<file path="config.mk">
export PLATFORM = sky130hd
export DESIGN_NAME = sum_block_accumulator
export DESIGN_NICKNAME = d
export VERILOG_FILES = /design/src/rtl/sum_block_accumulator.sv
export SDC_FILE = /design/constraint.sdc
export NUM_CORES = 1
export LEC_CHECK = 0
export CORE_UTILIZATION = 49
export DETAILED_ROUTE_END_ITERATION = 8
export PLACE_DENSITY = 0.79
export SYNTH_ARGS = -nofsm -noshare
export SYNTH_HDL_FRONTEND = slang
export SYNTH_SLANG_ARGS = --single-unit
</file>
<file path="constraint.sdc">
create_clock -name clk -period 2.7 [get_ports clk]
set_clock_uncertainty 0.1 [all_clocks]
set_input_delay 0.405 -clock clk [delete_from_list [all_inputs] [get_ports clk]]
set_output_delay 0.405 -clock clk [all_outputs]
set_load 0.01 [all_outputs]
</file>
<file path="src/rtl/sum_block_accumulator.sv">
// Accumulates BLOCK_LEN unsigned adder sums per block and holds the total for a valid/ready handshake.
// Optional ACC_SATURATE_EN: clamp the total to all-ones on carry instead of wrapping.
module sum_block_accumulator #(
  parameter int unsigned N         = 8,
  parameter int unsigned ACC_W     = 16,
  parameter int unsigned BLOCK_LEN = 8
) (
  input  logic             clk,
  input  logic             rst_n,
  input  logic             clear_i,
  input  logic             in_valid_i,
  output logic             in_ready_o,
  input  logic [N-1:0]     in_sum_i,
  output logic             out_valid_o,
  input  logic             out_ready_i,
  output logic [ACC_W-1:0] out_acc_o,
  output logic             out_ovf_o
);

  localparam int unsigned CNT_W = $clog2(BLOCK_LEN + 1);
  localparam int unsigned SUM_W = ACC_W + 1;

  typedef enum logic {
    ST_ACCUM = 1'b0,
    ST_HOLD  = 1'b1
  } state_e;

  state_e             state_q, state_d;
  logic [ACC_W-1:0]   acc_q, acc_d;
  logic [CNT_W-1:0]   cnt_q, cnt_d;
  logic               ovf_q, ovf_d;
  logic [SUM_W-1:0]   sum_ext;

  // One extra bit captures the carry out of the accumulator.
  assign sum_ext = SUM_W'(acc_q) + SUM_W'(in_sum_i);

  always_ff @(posedge clk or negedge rst_n) begin
    if (!rst_n) begin
      state_q <= ST_ACCUM;
      acc_q   <= '0;
      cnt_q   <= '0;
      ovf_q   <= 1'b0;
    end else begin
      state_q <= state_d;
      acc_q   <= acc_d;
      cnt_q   <= cnt_d;
      ovf_q   <= ovf_d;
    end
  end

  // Next-state: clear beats both the input accept and the output handshake.
  always_comb begin
    state_d = state_q;
    acc_d   = acc_q;
    cnt_d   = cnt_q;
    ovf_d   = ovf_q;
    if (clear_i) begin
      state_d = ST_ACCUM;
      acc_d   = '0;
      cnt_d   = '0;
      ovf_d   = 1'b0;
    end else begin
      case (state_q)
        ST_ACCUM: begin
          if (in_valid_i) begin
            cnt_d = cnt_q + CNT_W'(1);
            acc_d = sum_ext[ACC_W-1:0];
            if (sum_ext[ACC_W]) begin
              ovf_d = 1'b1;
`ifdef ACC_SATURATE_EN
              acc_d = {ACC_W{1'b1}};
`endif
            end
            if (cnt_q == CNT_W'(BLOCK_LEN - 1)) begin
              state_d = ST_HOLD;
            end
          end
        end
        ST_HOLD: begin
          if (out_ready_i) begin
            state_d = ST_ACCUM;
            acc_d   = '0;
            cnt_d   = '0;
            ovf_d   = 1'b0;
          end
        end
        default: state_d = ST_ACCUM;
      endcase
    end
  end

  assign in_ready_o  = (state_q == ST_ACCUM);
  assign out_valid_o = (state_q == ST_HOLD);
  assign out_acc_o   = acc_q;
  assign out_ovf_o   = ovf_q;

endmodule

</file>
==> out/metrics.yaml, run 1 <==
root_buffer: "clkbuf_4"
grt_usage_pct: 23.00
area_delta_synth_final_pct: 29.13
setup-tns-final_ns: 0
netSwitchingFraction_pct: 31.49
yosys.area_share.simple_pct: 17.63
max_slew_margin_pct: 42.50
clockPowerShare_pct: 21.6
p_int_uw: 576.8
drtIter0Drc: 25
hpwlAfterDp_mm: 2.356
crit_path_start_kind: "input port"
antenna_found_initial: 0
ys.flop_type: "dfrtp_1"
io_buffers: 31
tightest_slew_ns: 0.8625
final_cells: 211
fp.dieW_um: 54.88
ys_seq_area_share_pct: 40.18
wl_mm: 3.121
p_seq_share_pct: 44.4
ys_types: 37
clkLatencyLatePin_ns: 0.30
async_reset_ff_share_pct: 100.0
holdCritPathClass: "in -> async"
grt_first_pass_wirelength_mm: 4.843
tritoncts: "yes"
fin_util_pct: 68.91
rsz0062_at_grt: "false"
muxShareOfSynthArea_pct: 0.7306
dr.pass1.iters: 4
cts_setup_buffers: 0
r2r_slack_ns: 0.36
final_nets: 205
slew_viol_final: 0
critPathMaxFanout: 3
cp_slowest_cell: "or4_1"
drive_gt1_share_pct: 7.182
drtAntennaViolNets: 0
pin_count: 32
grt_max_degree: 23
netlist_top_cells_area: "dfrtp_1 40%, ha_1 8.2%, nand2_1 4.9%"
fill_cells: 219
cts_sinks: 22
cts.clk_slew.worst_paths_ns: 0.12
r2r_start: "out_acc_o[0]$_DFFE_PN0P_"
fin_area_mm2: 0.001769
combPwrFrac_pct: 33.9
clock.fmax_mhz: 401.8
grt_overflow: 0
power_leakage_nw: 0.7541
ff2ff_path_depth: 8
synth-compound-area-share_pct: 24.29
ir_worst_vdd_mv: 0.3537
synth_edf_count: 0
postSynthAreaPerCell_um2: 9.514
antenna_cells: 0
design.die.area_mm2: 0.003011
cap_violations: 0
cp_data_arrival_time_ns: 2.63
hold_slack_ns: 0.3330
grt_pass1_vias: 1104
hold_viol: 0
synth_seq_cells: 22
p_per_area_mw_per_mm2: 475.9
num_rows: 18
synth_area_mm2: 0.001370
drc: 0
cts_hold_buf: 0
wire_per_inst_um: 14.79
route.vias.total: 1266
syn_nets: 167
post-place-ws_ns: -0.08741
synth_top_area_cell: "dfrtp_1"
power.switching_uw: 265.1
path_cells: "clkdlybuf4s50_1 > ha_1 > inv_1 > fa_1 > nand2b_1 > a21oi_2 > o21ai_1 > or4_1 > a21oi_1"
setup_viol: 0
fin_crit_ns: 2.489
htreeDepth: 1
globalplace.congestion: 0.8928
slowest_delay_ns: 0.50
die_y_um: 54.88
yosysWarnings: 0
postSynthCellCount: 144
seqCellArea_um2: 550.5
place_inst: 207
cts_resized: 0
synth_xor_area_share_pct: 4.475
criticalPathCategory: "in -> reg"
outcome: "finished clean"
start_util_pct: 53.36
viasPerCell: 6.000
clk_path_buf_depth: 2
multiInputGateArea_um2: 778.2
yosysTopAreaCellShare_pct: 40.18
critical_path_required_ns: 2.84
fin_crit_sh_pct: 92.18
cp-end-kind: "flip-flop"
fin_ws_ns: 0.2110
total_power_uw: 842.0
r2r_end: "out_acc_o[14]$_DFFE_PN0P_"
core_area_mm2: 0.002567
synth_adder_area_share_pct: 9.680
dpl_cell_area_mm2: 0.001733
numCtsBuffers: 3
synth_top_family_by_area: "compound AO/OA/AOI/OAI gates"
-- cells in the mapped netlist (2+ instances only) --
cell and count:
dfrtp_1 22, nand2_1 18, a21oi_1 12, ha_1 9, inv_1 7, nor2_1 6, o21ai_0 6, o21ai_1 6
nand2b_1 5, nand4_1 5, a21o_1 4, nand3_1 4, o211ai_1 4, xor2_1 4, a32o_1 3, o31ai_1 3
or4_1 3, xnor2_1 3, or3_1 2
-- cells in the final DEF (no fill, tap or decap), drive strengths merged, types with 3 or more instances in the layout --
cell type	instances
clkbuf	4
o21ai	12
o211ai	5
or3	3
nand2b	5
xor2	4
a32o	3
dfrtp	22
a21oi	13
nand2	18
or4	3
a21o	5
o31ai	3
buf	4
xnor2	3
nor2	6
inv	7
nand4	5
ha	9
nand3	4
clkdlybuf4s50	31
-- cell families after synthesis --
| kind of cell | after synthesis |
|---|---|
| xor gates and xnor gates | 7 |
| muxes | 1 |
| buffers and inverters | 9 |
| AOI/OAI and AO/OA | 48 |
| and+or+nand+nor | 47 |
| DFF | 22 |
| adders and majority gates | 10 |
-- layout make-up --
type,count,area share [%]
multi-input cells,113,43.99
flip-flops and latches,22,31.12
repair buffers,35,19.24
well taps,30,2.122
clock buffers,4,2.051
inverters,7,1.485
-- power groups by stage --
stage,combinational [mW],clock (mW),sequential [mW]
floorplan,0.166,0,0.387
global placement,0.278,0,0.379
CTS,0.286,0.188,0.374
detailed placement,0.284,0,0.381
finish,0.286,0.182,0.374
global route,0.314,0.201,0.378
-- state kept, by name, indices dropped and copies added (netlist names) --
register / count
cnt_q: 4
out_acc_o: 16
out_ovf_o: 1
out_valid_o: 1
-- worst max path at each step --
stage / from / endpoint / slack, ns / depth (start not counted)
finish: in_sum_i[0] / out_acc_o[14]$_DFFE_PN0P_ / 0.21 / 9
global route: in_sum_i[0] / out_acc_o[14]$_DFFE_PN0P_ / 0.12 / 9
CTS: in_sum_i[0] / out_acc_o[14]$_DFFE_PN0P_ / 0.24 / 9
detailed placement: in_sum_i[0] / out_acc_o[14]$_DFFE_PN0P_ / -0.09 / 9
global placement: in_sum_i[0] / out_acc_o[14]$_DFFE_PN0P_ / -0.03 / 9
floorplan: out_acc_o[0]$_DFFE_PN0P_ / out_acc_o[14]$_DFFE_PN0P_ / 0.47 / 8
-- critical path, delay by kind of cell --
| family | cells | cell delay [ns] |
|---|---|---|
| AO/OA/AOI/OAI | 3 | 0.48 |
| adder cells (fa/ha/maj) | 2 | 0.53 |
| buffers and inverters | 2 | 0.52 |
| AND/OR/NAND/NOR | 2 | 0.68 |
-- layer usage --
| metal | share of wire, % | track usage, % | up-vias |
|---|---|---|---|
| met1 | 47 | 30.07 | 618 |
| met5 | 0 | 0 | - |
| met3 | 3.2 | 3.333 | 4 |
| met2 | 49 | 38.35 | 31 |
| met4 | 1.1 | 7.692 | 0 |
| li1 | - | - | 613 |
Power figures use the tool's default switching activity.
==> run 2, diff against run 1 <==
Settings changed: GPL_TIMING_DRIVEN set to 0.
==> run 2 against run 1 <==
  * Sequential power is essentially flat
  * Total power shrank 0.88%
  * Maximum frequency shrank 0.24%
  * Design area shrank 0.85%
  * Non-clock buffer count shrank 2
  * Setup slack lost 0.0059 ns
  * Sequential share of layout area grew 0.27 points
  * Clock-buffer cell count is the same
  * Critical path depth is the same
  * Register-to-register slack is essentially flat
  * Cell count shrank 0.95%
  * Critical path type unchanged
  * Critical endpoint unchanged
  * Highest routed layer unchanged
==> out/metrics.yaml, run 2 (same netlist as run 1, synthesis figures left out) <==
fin_util_pct: 68.32
fill_cells: 225
grt_pass1_vias: 1130
cp-end-kind: "flip-flop"
setup_viol: 0
fin_area_mm2: 0.001754
power_leakage_nw: 0.7433
crit_start: "in_sum_i[0]"
cp_data_arrival_time_ns: 2.64
clkLatencyLatePin_ns: 0.30
holdCritPathClass: "reg -> reg"
r2r_slack_ns: 0.36
wl_mm: 3.022
tightest_slew_ns: 0.9622
cap_violations: 0
slew_viol_final: 0
clock.fmax_mhz: 400.8
cts_resized: 0
globalplace.congestion: 0.8300
p_per_area_mw_per_mm2: 475.8
cts_hold_buf: 0
wire_per_inst_um: 14.46
grt_max_degree: 23
rsz0062_at_grt: "false"
cts_setup_buffers: 0
core_area_mm2: 0.002567
drtIter0Drc: 28
setup-tns-final_ns: 0
numCtsBuffers: 3
r2r_end: "out_acc_o[14]$_DFFE_PN0P_"
tritoncts: "yes"
antenna_found_initial: 0
htreeDepth: 1
max_slew_margin_pct: 35.65
viasPerCell: 5.923
fin_crit_sh_pct: 92.40
drc: 0
r2r_start: "out_acc_o[0]$_DFFE_PN0P_"
mostFrequentLayoutCells: "31 x clkdlybuf4s50_1, 22 x dfrtp_1, 18 x nand2_1"
endpoint: "out_acc_o[14]$_DFFE_PN0P_"
crit_path_start_kind: "input port"
critical_path_required_ns: 2.84
route.vias.total: 1238
clk_path_buf_depth: 2
criticalPathCategory: "in -> reg"
fin_crit_ns: 2.495
pin_count: 32
cts.clk_slew.worst_paths_ns: 0.12
outcome: "finished clean"
dpl_cell_area_mm2: 0.001718
die_y_um: 54.88
hold_slack_ns: 0.4268
root_buffer: "clkbuf_4"
antenna_cells: 0
cts_sinks: 22
dr.pass1.iters: 4
hold_viol: 0
grt_overflow: 0
area_delta_synth_final_pct: 28.04
critPathMaxFanout: 3
hpwlAfterDp_mm: 2.272
drive_gt1_share_pct: 5.587
grt_first_pass_wirelength_mm: 4.864
num_rows: 18
io_buffers: 31
fp.dieW_um: 54.88
ff2ff_path_depth: 8
drtAntennaViolNets: 0
design.die.area_mm2: 0.003011
largest_reg_flops: 16
final_nets: 203
grt_usage_pct: 22.74
layout.cells.most_common: "clkdlybuf4s50_1"
start_util_pct: 53.36
ir_worst_vdd_mv: 0.3283
-- run 2: worst max-delay path, cell delays in order --
cell	delay (ns)
clkdlybuf4s50_1	0.46
ha_1	0.17
inv_1	0.06
fa_1	0.37
nand2b_1	0.20
a21oi_2	0.21
o21ai_1	0.12
or4_1	0.50
a21oi_1	0.15
-- run 2: layer usage --
layer  vias to the layer above  routed length [um]  GRT usage [%]  part of all wire [%]
li1                        607                   -              -                     -
met1                       594                1402          30.78                    46
met2                        33                1463          37.75                    48
met3                         4                 133          2.500                   4.4
met4                         0                  22          6.410                  0.73
met5                         -                   0              0                     0
-- run 2: area by class of cell --
| type | instances | area (um^2) | share of cell area [%] |
|---|---|---|---|
| multi-input combinational | 113 | 778.2 | 44.37 |
| sequential | 22 | 550.5 | 31.38 |
| timing repair buffer | 31 | 310.3 | 17.69 |
| tap | 30 | 37.54 | 2.140 |
| clock buffer | 4 | 36.28 | 2.068 |
| inverter | 7 | 26.28 | 1.498 |
| buffer | 2 | 15.01 | 0.8559 |
-- run 2: worst min path at each step --
stage	end	depth (start not counted)	from	slack, ns
after floorplan	cnt_q[0]$_DFFE_PN0P_	0	rst_n	0.009
after global placement	out_acc_o[5]$_DFFE_PN0P_	2	out_acc_o[5]$_DFFE_PN0P_	0.39
after detailed placement	out_acc_o[4]$_DFFE_PN0P_	2	out_acc_o[4]$_DFFE_PN0P_	0.41
after CTS	out_acc_o[4]$_DFFE_PN0P_	2	out_acc_o[4]$_DFFE_PN0P_	0.44
after global routing	out_acc_o[4]$_DFFE_PN0P_	2	out_acc_o[4]$_DFFE_PN0P_	0.45
final	out_ovf_o$_DFFE_PN0P_	2	out_ovf_o$_DFFE_PN0P_	0.43
-- run 2: power breakdown --
group          internal, mW  total (mW)  switching, mW
clock network        0.0823       0.183          0.101
registers             0.353       0.374         0.0214
logic                 0.136       0.278          0.142
-- run 2: through the flow --
stage          std cells  worst slack [ns]  power (mW)
2_1_floorplan        144            0.4738      0.5523
3_3_place_gp         205          -0.09761      0.6480
6_report             209            0.2051      0.8346
5_1_grt              209           0.05416      0.8857
3_5_place_dp         205           -0.1176      0.6560
4_1_cts              209            0.2144      0.8390
==> run 3, diff against run 2 <==
Settings changed: CORE_UTILIZATION 49 to 39, PLACE_DENSITY 0.79 to 0.65.
==> run 3 against run 2 <==
  * Sequential power about the same
  * Die area grew 25%
  * First-iteration DRC count increased by 21%
  * Clock-buffer cell count down 1
  * Routed wire length shrank 3.0%
  * Combinational power about the same
  * Clock power rose by 38%
  * Global-route usage is 5.7 points lower
  * Worst hold slack lost 0.0048 ns
  * Setup slack worse by 0.0024 ns
  * Via count down 3.2%
  * Critical endpoint unchanged
  * Largest cell class unchanged
  * Highest routed layer unchanged
==> out/metrics.yaml, run 3 (same netlist as run 1, synthesis figures left out) <==
wl_mm: 2.931
largest_reg_flops: 16
viasPerCell: 5.329
io_buffers: 31
cts_setup_buffers: 0
cts_hold_buf: 0
hpwlAfterDp_mm: 2.250
grt_pass1_vias: 1097
drc: 0
tritoncts: "yes"
antenna_found_initial: 0
tightest_slew_ns: 1.011
p_int_uw: 637.9
min_to: "out_acc_o[4]$_DFFE_PN0P_"
rsz0062_at_grt: "false"
crit_path_start_kind: "input port"
min_path_cells: 2
root_buffer: "clkbuf_4"
numCtsBuffers: 3
setup_viol: 0
layout.cells.most_common: "clkdlybuf4s50_1"
holdCritPathClass: "reg -> reg"
power_leakage_nw: 0.7502
globalplace.congestion: 0.8372
clockPowerShare_pct: 28.0
htreeDepth: 1
cp_data_arrival_time_ns: 2.64
clock.fmax_mhz: 400.4
p_per_area_mw_per_mm2: 503.0
die_y_um: 61.27
hold_start: "out_acc_o[4]$_DFFE_PN0P_"
drtAntennaViolNets: 0
area_delta_synth_final_pct: 30.69
cts_sinks: 22
grt_first_pass_wirelength_mm: 4.761
grt_usage_pct: 17.06
cap_violations: 0
route.vias.total: 1199
antenna_cells: 0
final_nets: 203
start_util_pct: 40.74
cp-end-kind: "flip-flop"
r2r_slack_ns: 0.36
r2r_end: "out_acc_o[14]$_DFFE_PN0P_"
slew_viol_final: 0
dr.pass1.iters: 4
power.switching_uw: 262.7
total_power_uw: 900.6
clk_path_buf_depth: 2
clkLatencyLatePin_ns: 0.31
combPwrFrac_pct: 30.6
fin_crit_sh_pct: 92.49
grt_max_degree: 23
p_seq_share_pct: 41.4
outcome: "finished clean"
ir_worst_vdd_mv: 0.2921
fp.dieW_um: 61.27
num_rows: 21
wire_per_inst_um: 13.03
mostFrequentLayoutCells: "31 x clkdlybuf4s50_1, 22 x dfrtp_1, 18 x nand2_1"
criticalPathCategory: "in -> reg"
cts_resized: 0
design.die.area_mm2: 0.003754
critPathMaxFanout: 3
netSwitchingFraction_pct: 29.17
pin_count: 32
ff2ff_path_depth: 8
hold_viol: 0
grt_overflow: 0
drtIter0Drc: 34
max_slew_margin_pct: 32.41
setup-tns-final_ns: 0
cts.clk_slew.worst_paths_ns: 0.12
drive_gt1_share_pct: 5.587
fin_crit_ns: 2.497
core_area_mm2: 0.003363
critical_path_required_ns: 2.84
r2r_start: "out_acc_o[0]$_DFFE_PN0P_"
## run 3: how the worst max path moves through the flow
stage,start,depth (start not counted),slack (ns),endpoint
2_1_floorplan,out_acc_o[0]$_DFFE_PN0P_,8,0.47,out_acc_o[14]$_DFFE_PN0P_
3_5_place_dp,in_sum_i[0],9,-0.12,out_acc_o[14]$_DFFE_PN0P_
4_1_cts,in_sum_i[0],9,0.22,out_acc_o[14]$_DFFE_PN0P_
5_1_grt,in_sum_i[0],9,0.05,out_ovf_o$_DFFE_PN0P_
6_report,in_sum_i[0],9,0.20,out_acc_o[14]$_DFFE_PN0P_
3_3_place_gp,in_sum_i[0],9,-0.12,out_acc_o[14]$_DFFE_PN0P_
## run 3: per-layer routing
metal	routed length, um	vias to the layer above	track usage (%)
li1	-	611	-
met1	1428	568	22.66
met2	1412	18	28.42
met3	71	2	3.782
met4	19	0	3.896
met5	0	-	0
## run 3: through the flow
| step | setup slack [ns] | cells | hold slack (ns) | utilization [%] | instance area (um^2) |
|---|---|---|---|---|---|
| finish | 0.2027 | 225 | 0.4220 | 53.24 | 1790 |
| global route | 0.05174 | 225 | 0.4662 | 53.24 | 1790 |
| CTS | 0.2173 | 225 | 0.4310 | 53.24 | 1790 |
| detailed placement | -0.1164 | 221 | 0.4014 | 51.67 | 1738 |
| global placement | -0.1151 | 221 | 0.3906 | 51.67 | 1738 |
| floorplan | 0.4738 | 144 | 0.009409 | - | 1370 |
## run 3: power groups by stage
stage          sequential, mW  combinational [mW]  clock (mW)
2_1_floorplan           0.387               0.166           0
6_report                0.373               0.276       0.252
5_1_grt                 0.377               0.310       0.272
3_3_place_gp            0.379               0.273           0
3_5_place_dp            0.380               0.276           0
4_1_cts                 0.374               0.277       0.265
## run 3: layout make-up
type | count | area [um^2]
Fill cell | 332 | 1573
Multi-Input combinational cell | 113 | 778.2
Sequential cell | 22 | 550.5
Timing Repair Buffer | 31 | 310.3
Tap cell | 46 | 57.56
Clock inverter | 1 | 30.03
Inverter | 7 | 26.28
Clock buffer | 3 | 22.52
Buffer | 2 | 15.01
## run 3: worst max-delay path: stages
cell and delay [ns]:
clkdlybuf4s50_1 0.46, ha_1 0.17, inv_1 0.06, fa_1 0.37
nand2b_1 0.21, a21oi_2 0.22, o21ai_1 0.11, or4_1 0.50
a21oi_1 0.15
